<file path="src/rtl/reg_wb_arbiter.sv">
// Write-back arbiter for the register bank's single write port: one-entry ALU/LSU buffers,
// age-ordered issue with round-robin tie-break. Define WB_FWD_EN to add two forwarding lookups.
module reg_wb_arbiter #(
  parameter int DW    = 32,
  parameter int AW    = 5,
  parameter int CNT_W = 16
) (
  input  logic             clk,
  input  logic             rstn,
  input  logic             alu_vld,
  output logic             alu_rdy,
  input  logic [AW-1:0]    alu_addr,
  input  logic [DW-1:0]    alu_data,
  input  logic             lsu_vld,
  output logic             lsu_rdy,
  input  logic [AW-1:0]    lsu_addr,
  input  logic [DW-1:0]    lsu_data,
  output logic             rb_wen_n,
  output logic [AW-1:0]    rb_addr,
  output logic [DW-1:0]    rb_data,
  output logic [31:0]      pend,
  output logic [CNT_W-1:0] wr_cnt
`ifdef WB_FWD_EN
  ,
  input  logic [AW-1:0]    fwd_addr_a,
  input  logic [AW-1:0]    fwd_addr_b,
  output logic             fwd_hit_a,
  output logic             fwd_hit_b,
  output logic [DW-1:0]    fwd_data_a,
  output logic [DW-1:0]    fwd_data_b
`endif
);

  typedef enum logic {SRC_ALU = 1'b0, SRC_LSU = 1'b1} src_e;

  logic             alu_full_q, alu_full_d, alu_age_q, alu_age_d;
  logic [AW-1:0]    alu_addr_q, alu_addr_d;
  logic [DW-1:0]    alu_data_q, alu_data_d;
  logic             lsu_full_q, lsu_full_d, lsu_age_q, lsu_age_d;
  logic [AW-1:0]    lsu_addr_q, lsu_addr_d;
  logic [DW-1:0]    lsu_data_q, lsu_data_d;
  logic             rb_wen_n_q, rb_wen_n_d;
  logic [AW-1:0]    rb_addr_q, rb_addr_d;
  logic [DW-1:0]    rb_data_q, rb_data_d;
  logic [CNT_W-1:0] wr_cnt_q, wr_cnt_d;
  src_e             rr_last_q, rr_last_d;

  logic ages_eq, sel_alu, sel_lsu, alu_fill, lsu_fill;

  // Age 0 marks the older entry; equal ages mean a same-edge fill, broken by round-robin.
  always_comb begin
    ages_eq = (alu_age_q == lsu_age_q);
    sel_alu = alu_full_q & (~lsu_full_q | (~ages_eq & ~alu_age_q) |
                            (ages_eq & (rr_last_q == SRC_LSU)));
    sel_lsu = lsu_full_q & ~sel_alu;
  end

  assign alu_rdy  = ~alu_full_q | sel_alu;
  assign lsu_rdy  = ~lsu_full_q | sel_lsu;
  assign alu_fill = alu_vld & alu_rdy & (alu_addr != '0);
  assign lsu_fill = lsu_vld & lsu_rdy & (lsu_addr != '0);

  always_comb begin
    // NOTE: every variable gets a default first so no latch is inferred.
    alu_full_d = alu_full_q;
    alu_age_d  = alu_age_q;
    alu_addr_d = alu_addr_q;
    alu_data_d = alu_data_q;
    lsu_full_d = lsu_full_q;
    lsu_age_d  = lsu_age_q;
    lsu_addr_d = lsu_addr_q;
    lsu_data_d = lsu_data_q;
    rb_wen_n_d = 1'b1;
    rb_addr_d  = rb_addr_q;
    rb_data_d  = rb_data_q;
    wr_cnt_d   = wr_cnt_q;
    rr_last_d  = rr_last_q;

    if (sel_alu) begin
      alu_full_d = 1'b0;
      rb_wen_n_d = 1'b0;
      rb_addr_d  = alu_addr_q;
      rb_data_d  = alu_data_q;
      rr_last_d  = SRC_ALU;
      wr_cnt_d   = wr_cnt_q + CNT_W'(1);
    end else if (sel_lsu) begin
      lsu_full_d = 1'b0;
      rb_wen_n_d = 1'b0;
      rb_addr_d  = lsu_addr_q;
      rb_data_d  = lsu_data_q;
      rr_last_d  = SRC_LSU;
      wr_cnt_d   = wr_cnt_q + CNT_W'(1);
    end

    // A fill is younger than the other buffer only if that one stays behind this cycle.
    if (alu_fill) begin
      alu_full_d = 1'b1;
      alu_addr_d = alu_addr;
      alu_data_d = alu_data;
      alu_age_d  = lsu_full_q & ~sel_lsu;
    end
    if (lsu_fill) begin
      lsu_full_d = 1'b1;
      lsu_addr_d = lsu_addr;
      lsu_data_d = lsu_data;
      lsu_age_d  = alu_full_q & ~sel_alu;
    end
  end

  // NOTE: payload registers are reset too, so rb_addr/rb_data read 0 after reset.
  always_ff @(posedge clk or negedge rstn) begin
    if (!rstn) begin
      alu_full_q <= 1'b0;
      alu_age_q  <= 1'b0;
      alu_addr_q <= '0;
      alu_data_q <= '0;
      lsu_full_q <= 1'b0;
      lsu_age_q  <= 1'b0;
      lsu_addr_q <= '0;
      lsu_data_q <= '0;
      rb_wen_n_q <= 1'b1;
      rb_addr_q  <= '0;
      rb_data_q  <= '0;
      wr_cnt_q   <= '0;
      rr_last_q  <= SRC_LSU;
    end else begin
      // NOTE: non-blocking assignments so every register samples pre-edge values.
      alu_full_q <= alu_full_d;
      alu_age_q  <= alu_age_d;
      alu_addr_q <= alu_addr_d;
      alu_data_q <= alu_data_d;
      lsu_full_q <= lsu_full_d;
      lsu_age_q  <= lsu_age_d;
      lsu_addr_q <= lsu_addr_d;
      lsu_data_q <= lsu_data_d;
      rb_wen_n_q <= rb_wen_n_d;
      rb_addr_q  <= rb_addr_d;
      rb_data_q  <= rb_data_d;
      wr_cnt_q   <= wr_cnt_d;
      rr_last_q  <= rr_last_d;
    end
  end

  assign rb_wen_n = rb_wen_n_q;
  assign rb_addr  = rb_addr_q;
  assign rb_data  = rb_data_q;
  assign wr_cnt   = wr_cnt_q;

  always_comb begin
    pend = '0;
    for (int i = 1; i < 32; i++) begin
      pend[i] = (alu_full_q && alu_addr_q == AW'(i)) ||
                (lsu_full_q && lsu_addr_q == AW'(i)) ||
                (!rb_wen_n_q && rb_addr_q == AW'(i));
    end
  end

`ifdef WB_FWD_EN
  // Returns {hit, data}; when both buffers match, the unselected one is the younger.
  function automatic logic [DW:0] fwd_lookup(input logic [AW-1:0] a);
    logic alu_m, lsu_m, iss_m;
    alu_m = alu_full_q && (alu_addr_q == a);
    lsu_m = lsu_full_q && (lsu_addr_q == a);
    iss_m = !rb_wen_n_q && (rb_addr_q == a);
    fwd_lookup = '0;
    if (a != '0) begin
      if (alu_m && lsu_m) fwd_lookup = {1'b1, sel_alu ? lsu_data_q : alu_data_q};
      else if (alu_m)     fwd_lookup = {1'b1, alu_data_q};
      else if (lsu_m)     fwd_lookup = {1'b1, lsu_data_q};
      else if (iss_m)     fwd_lookup = {1'b1, rb_data_q};
    end
  endfunction

  always_comb {fwd_hit_a, fwd_data_a} = fwd_lookup(fwd_addr_a);
  always_comb {fwd_hit_b, fwd_data_b} = fwd_lookup(fwd_addr_b);
`endif

endmodule

</file>
<file path="config.mk">
export PLATFORM = sky130hd
export DESIGN_NAME = reg_wb_arbiter
export DESIGN_NICKNAME = d
export VERILOG_FILES = /design/src/rtl/reg_wb_arbiter.sv
export SDC_FILE = /design/constraint.sdc
export NUM_CORES = 1
export LEC_CHECK = 0
export ABC_AREA = 1
export CAP_MARGIN = 20
export CORE_UTILIZATION = 53
export DETAILED_ROUTE_END_ITERATION = 6
export PLACE_DENSITY = 0.9
export SYNTH_ARGS = -nofsm -noshare
export SYNTH_HDL_FRONTEND = slang
export SYNTH_SLANG_ARGS = --single-unit
</file>
<file path="constraint.sdc">
create_clock -name clk -period 3.3 [get_ports clk]
set_input_delay 0.66 -clock clk [delete_from_list [all_inputs] [get_ports clk]]
set_output_delay 0.66 -clock clk [all_outputs]
set_load 0.05 [all_outputs]
</file>
==> results of run 1 <==
==> flip-flops by register name, summed over array words and instances (netlist names), 5 cells and up <==
signal / cells
alu_addr_q: 5
alu_data_q: 32
lsu_addr_q: 5
lsu_data_q: 32
rb_addr: 5
rb_data: 32
wr_cnt: 16
==> metal layers <==
| layer | routed length, µm | track usage [%] | share of wire [%] |
|---|---|---|---|
| met1 | 7020 | 37.0 | 41 |
| met4 | 309 | 10.3 | 1.8 |
| met3 | 1220 | 5.55 | 7.2 |
| met5 | 0 | 0 | 0 |
| met2 | 8400 | 47.6 | 50 |
==> area by class of cell <==
type | count | area share [%]
Tap cell | 143 | 2.05
Timing Repair Buffer | 172 | 20.4
Clock inverter | 14 | 1.62
Multi-Input combinational cell | 574 | 29.8
Clock buffer | 18 | 4.91
Inverter | 72 | 3.09
Sequential cell | 133 | 38.1
==> placed cells by master (no fill, tap or decap), drive strengths merged, types with 2 or more instances in the layout <==
cell           netlist  final
nand2              324    324
clkdlybuf4s50        0    149
dfrtp              131    131
inv                 72     78
nor2                73     73
nand3               69     69
o21ai               39     39
o211ai              32     32
clkbuf              14     18
dlymetal6s2s         0     13
buf                 25     10
xor2                 9      9
o221ai               8      8
nand4                5      5
xnor2                5      5
clkinv               0      4
nor3                 3      3
clkinvlp             0      3
ha                   2      2
dfstp                2      2
==> kinds of logic after synthesis <==
logic type,after synthesis,share of synthesized area (%)
adder cells (fa/ha/maj),2,0.392
flip-flops,133,52.2
XOR/XNOR,14,1.92
AND/OR/NAND/NOR,475,30.0
AO/OA/AOI/OAI,82,8.23
other,1,0.0587
buffers and inverters,111,7.25
==> critical path, stage by stage, from the launching register on <==
cell and delay, ns:
dfrtp_1 0.45, nand2_1 0.15, inv_1 0.41, nand2_1 0.15, nand3_1 0.13, clkdlybuf4s50_1 0.81
==> report_power, final <==
group / switching, µW / internal [µW] / leakage (µW)
registers: 436 / 2330 / 0.00164
clock network: 748 / 1060 / 0.000272
logic: 3090 / 1390 / 0.00230
==> repair_timing <==
item / CTS / global route
gates resized for setup: 0 / 13
hold buffers: 0 / 0
endpoints found under the setup margin: 0 / 13
==> worst max-delay path by stage <==
stage	from	end	slack, ns	cells past startpoint
floorplan	rb_addr[4]	pend[16]	0.84	5
global placement	lsu_full_q	pend[10]	0.57	6
detailed placement	lsu_full_q	pend[10]	0.48	6
CTS	lsu_full_q	pend[10]	0.08	6
global route	alu_full_q	pend[18]	0.1	5
finish	alu_full_q	pend[21]	0.15	5
==> through the flow <==
step                      util [%]  instance area [µm²]  hold WS (ns)
after detailed placement      70.4                 8140         0.459
after floorplan                  -                 6390         0.364
final                         75.6                 8740         0.294
after global placement        70.4                 8140         0.454
after CTS                     75.3                 8710         0.327
after global routing          75.6                 8740         0.359
==> reports/qor.txt, run 1 <==
Cell variety after synth: 29
mean post-synth cell area: 7.81 µm²
All-Layer GR Usage: 28.5%
most frequent cell after synthesis: nand2_1
DRT antenna net count: 0
CTS root buf: clkbuf_16
First-pass DRT Iterations: 7
Syn Nets: 898
failing checks: DRC
total grt overflow: 0
synth cell count leaders: nand2_1 (322), dfrtp_1 (131), inv_1 (70), nand3_1 (69), nor2_1 (68)
EDFF count, synth: 0
critical path class: flip-flop to output port
filler cell count in the final layout: 840
reg2reg start: alu_age_q
Clk Latency, worst-skew pair: 0.41 ns
flop and latch count out of synthesis: 133
vias in the first global route: 6028
Slew Viols, Final: 0
Synth area leader: dfrtp_1
PD cells: 1040 nW/µm²
WL per Instance: 15.1 µm
Die Span Y: 112 µm
Max Cap Violations: 0
hpwl dp: 11500 µm
top post-synthesis cells by area: dfrtp_1 (51%), nand2_1 (19%), nand3_1 (5.4%)
post-layout minimum cycle time: 3.15 ns
routed vias/inst: 5.39
drc violations: 15
status: finished with violations
Seq. cell area: 3330 µm²
WP data required: 2.64 ns
io pins: 166
Yosys top cell area share: 51.3%
Setup Buffers After CTS: 0
initial antenna violation count: 0
setup TNS: 0 ns
CTS max path bufs: 2
HP Class: primary input to async pin
Worst setup SP type: flip-flop
Slew @ Worst Pin: 0.874 ns
H-tree levels: 4
ys flop type: dfrtp_1
Worst Reg-to-Reg Cells: 9
initial DRC count: 633
fin worst setup slack: 0.149 ns
largest net degree at the start of global routing: 86
Post-Place Worst Slack: 0.484 ns
FP Rows: 39
Crit Path Max Fanout: 15
r2r endpoint: lsu_data_q[25]
fraction of registers with async set/reset: 100%
clk_skew: 0.0137 ns
Hold Vio Cnt, Final: 0
Crit. End Element: output port
share of layout cells above drive strength 1: 5.60%
Arr. time, crit path: 2.49 ns
post-synthesis sequential area ratio: 52.2%
Yosys warning total: 0
initial core utilization: 55.2%
VDD IR-drop max: 532 µV
core footprint: 11600 µm²
wirelength, routed: 17000 µm
Post-Place Cells: 1094
CTS buffer count: 17
Post-Syn Area: 6390 µm²
CTS tree: yes
final net count: 1050
PortBufs: 164
Reg2Reg Setup Slack: 1.30 ns
Multi-input gate area: 2610 µm²
Diodes inserted: 0
Worst slew margin: 41.6%
Layout Cells excl Fill: 1126
final setup violating endpoints: 0
total clock sinks: 133
clock-pin slew on the worst setup and hold paths: 0.06 ns
Tcrit/Tclk final: 95.5%
P_leak: 0.00422 µW
DIE AREA: 12500 µm²
RSZ-0062 raised after global routing: false
via count: 6070
width of the die: 112 µm
first-pass GRT wire length: 28300 µm
GPL Wtd Cong: 0.961
highest clock rate: 317 MHz
Design Power: 9060 µW
area grow syn2layout: 36.9%
Gate Count Post-Synth: 818
Note: power is estimated with default switching activity, not from simulation.
==> run 2: changes to the inputs <==
- CORE_ASPECT_RATIO: default -> 0.9
- CORE_UTILIZATION: 53 -> 55
- CTS_BUF_LIST: default -> sky130_fd_sc_hd__clkbuf_8
- PLACE_DENSITY: 0.9 -> 0.93
- RECOVER_POWER: default -> 100
==> run 2 against run 1 <==
Net effect:
- the flow finishes with violations (capacitance limit, slew limit)
- global-route usage rose by 2.6 points
- fmax grew 0.25%
- first-iteration DRC count fell by 6.5%
- worst setup slack better by 0.0080 ns
- sequential power about the same
- worst hold slack better by 0.18 ns
- sequential cell count unchanged
- utilization rose by 0.67 points
- via count rose by 2.8%
- design area fell by 3.3%
- clock-buffer cell count did not move
- clock power fell by 19%
==> reports/qor.txt, run 2 (synthesis results as in run 1) <==
status: finished with violations
failing checks: capacitance limit, slew limit
First-pass DRT Iterations: 6
initial DRC count: 592
commonest non-fill, non-tap cells in the layout: nand2_1 (324), dfrtp_1 (131), clkdlybuf4s50_1 (78)
Arr. time, crit path: 2.48 ns
largest net degree at the start of global routing: 85
Design Power: 8500 µW
PD cells: 1010 nW/µm²
CP delay by family, top: buffers and inverters
Hold Buf Count CTS: 0
DRT antenna net count: 0
initial antenna violation count: 2
RSZ-0062 raised after global routing: false
GR Layer Usage met3: 8.86%
placed instance area: 8160 µm²
clk_skew: 0.0127 ns
total grt overflow: 0
width of the die: 116 µm
Die Span Y: 104 µm
fin worst setup slack: 0.157 ns
share of layout cells above drive strength 1: 4.67%
PortBufs: 164
CTS root buf: clkbuf_8
VDD IR-drop max: 785 µV
final setup violating endpoints: 0
Tcrit/Tclk final: 95.2%
wirelength, routed: 17600 µm
final net count: 1052
cell mode on critical path: inv_1
met2 Use GR: 49.0%
CP cell instances: inv_1 -> or2_2 -> inv_1 -> nand2_1 -> nand3_1 -> clkdlybuf4s50_1
Worst slew margin: -39.9%
Hold Vio Cnt, Final: 0
Final Instance Area: 8450 µm²
io pins: 166
clock-pin slew on the worst setup and hold paths: 0.08 ns
routed vias/inst: 5.48
CTS buffer count: 17
GPL Wtd Cong: 1.01
core footprint: 11100 µm²
Crit path buffers/inverters: 3
first-pass GRT wire length: 28900 µm
H-tree levels: 4
Post-Place Worst Slack: 0.513 ns
Worst path max stage delay: 0.80 ns
Slew @ Worst Pin: 2.10 ns
All-Layer GR Usage: 31.1%
Max Cap Violations: 4
total clock sinks: 133
CTS max path bufs: 2
WP data required: 2.64 ns
Crit. End Element: output port
FP Rows: 36
drc violations: 0
grt peak-use layer: met2
post-layout minimum cycle time: 3.14 ns
HP Class: flip-flop to flip-flop
Slew Viols, Final: 210
hpwl dp: 12200 µm
Crit Path Max Fanout: 13
CTS tree: yes
Worst setup SP type: flip-flop
setup TNS: 0 ns
highest clock rate: 318 MHz
filler cell count in the final layout: 827
initial core utilization: 57.6%
area grow syn2layout: 32.3%
Clk Latency, worst-skew pair: 0.43 ns
via count: 6238
DIE AREA: 12000 µm²
P_leak: 0.00403 µW
Post-Route Utilization: 76.3%
WL per Instance: 15.5 µm
critical path class: flip-flop to output port
GRT met1 Usage: 39.7%
vias in the first global route: 6080
Slowest-stage cell, CP: clkdlybuf4s50_1
most common cell after layout, fill and taps aside: nand2_1
run 2: changes by cell type in the layout (fill, tap and decap cells not counted), sizes merged:
cell           previous run  this run
clkinv                    4         5
bufinv                    1         4
inv                      78        75
diode                     0         2
dlymetal6s2s             13         0
clkbuf                   18        36
dlygate4sd3               0        72
buf                      10         6
clkdlybuf4s50           149        78
clkinvlp                  3         2
run 2: final cells by class:
type                            count  area, µm²  area share (%)
Tap cell                          152        190            2.25
Timing Repair Buffer              174       1640            19.5
Antenna cell                        2       5.00          0.0592
Multi-Input combinational cell    574       2580            30.5
Inverter                           72        270            3.20
Sequential cell                   133       3330            39.4
Clock inverter                     14        184            2.18
Clock buffer                       18        248            2.93
run 2: timing repair:
action	CTS	global route
buffers inserted	0	0
resized for setup	0	12
endpoints found under the setup margin	0	12
run 2: worst reg2reg max path: stages (launching register included):
cell and delay (ns):
dfrtp_1 0.42, nor2_1 1.48, clkbuf_2 0.60, nand2_1 0.17, o211ai_1 0.13
run 2: report_power, final:
group	internal, µW	switching [µW]	leakage [µW]
registers	2330	433	0.00164
logic	1180	3080	0.00217
clock network	838	632	0.000221
run 2: worst paths after layout:
check	startpoint	to	slack, ns	cells past startpoint
max	lsu_full_q	pend[15]	0.16	6
min	lsu_data_q[13]	lsu_data_q[13]	0.47	2
max reg2reg	alu_full_q	rb_data[19]	0.39	4
min reg2reg	lsu_data_q[13]	lsu_data_q[13]	0.47	2
max in group asynchronous	rstn	lsu_data_q[0]	1.23	1
min in group asynchronous	rstn	wr_cnt[15]	0.82	1
run 2: through the flow:
stage,hold slack [ns],std cells
finish,0.475,1139
global route,0.496,1139
CTS,0.302,1137
detailed placement,0.459,1105
global placement,0.455,1105
floorplan,0.364,818
run 2: metal layers:
layer,up-vias,wire (µm),share of wire (%)
met5,-,0,0
met4,0,512,2.9
met3,48,1530,8.7
met2,323,8430,48
met1,2975,7160,41
li1,2892,-,-
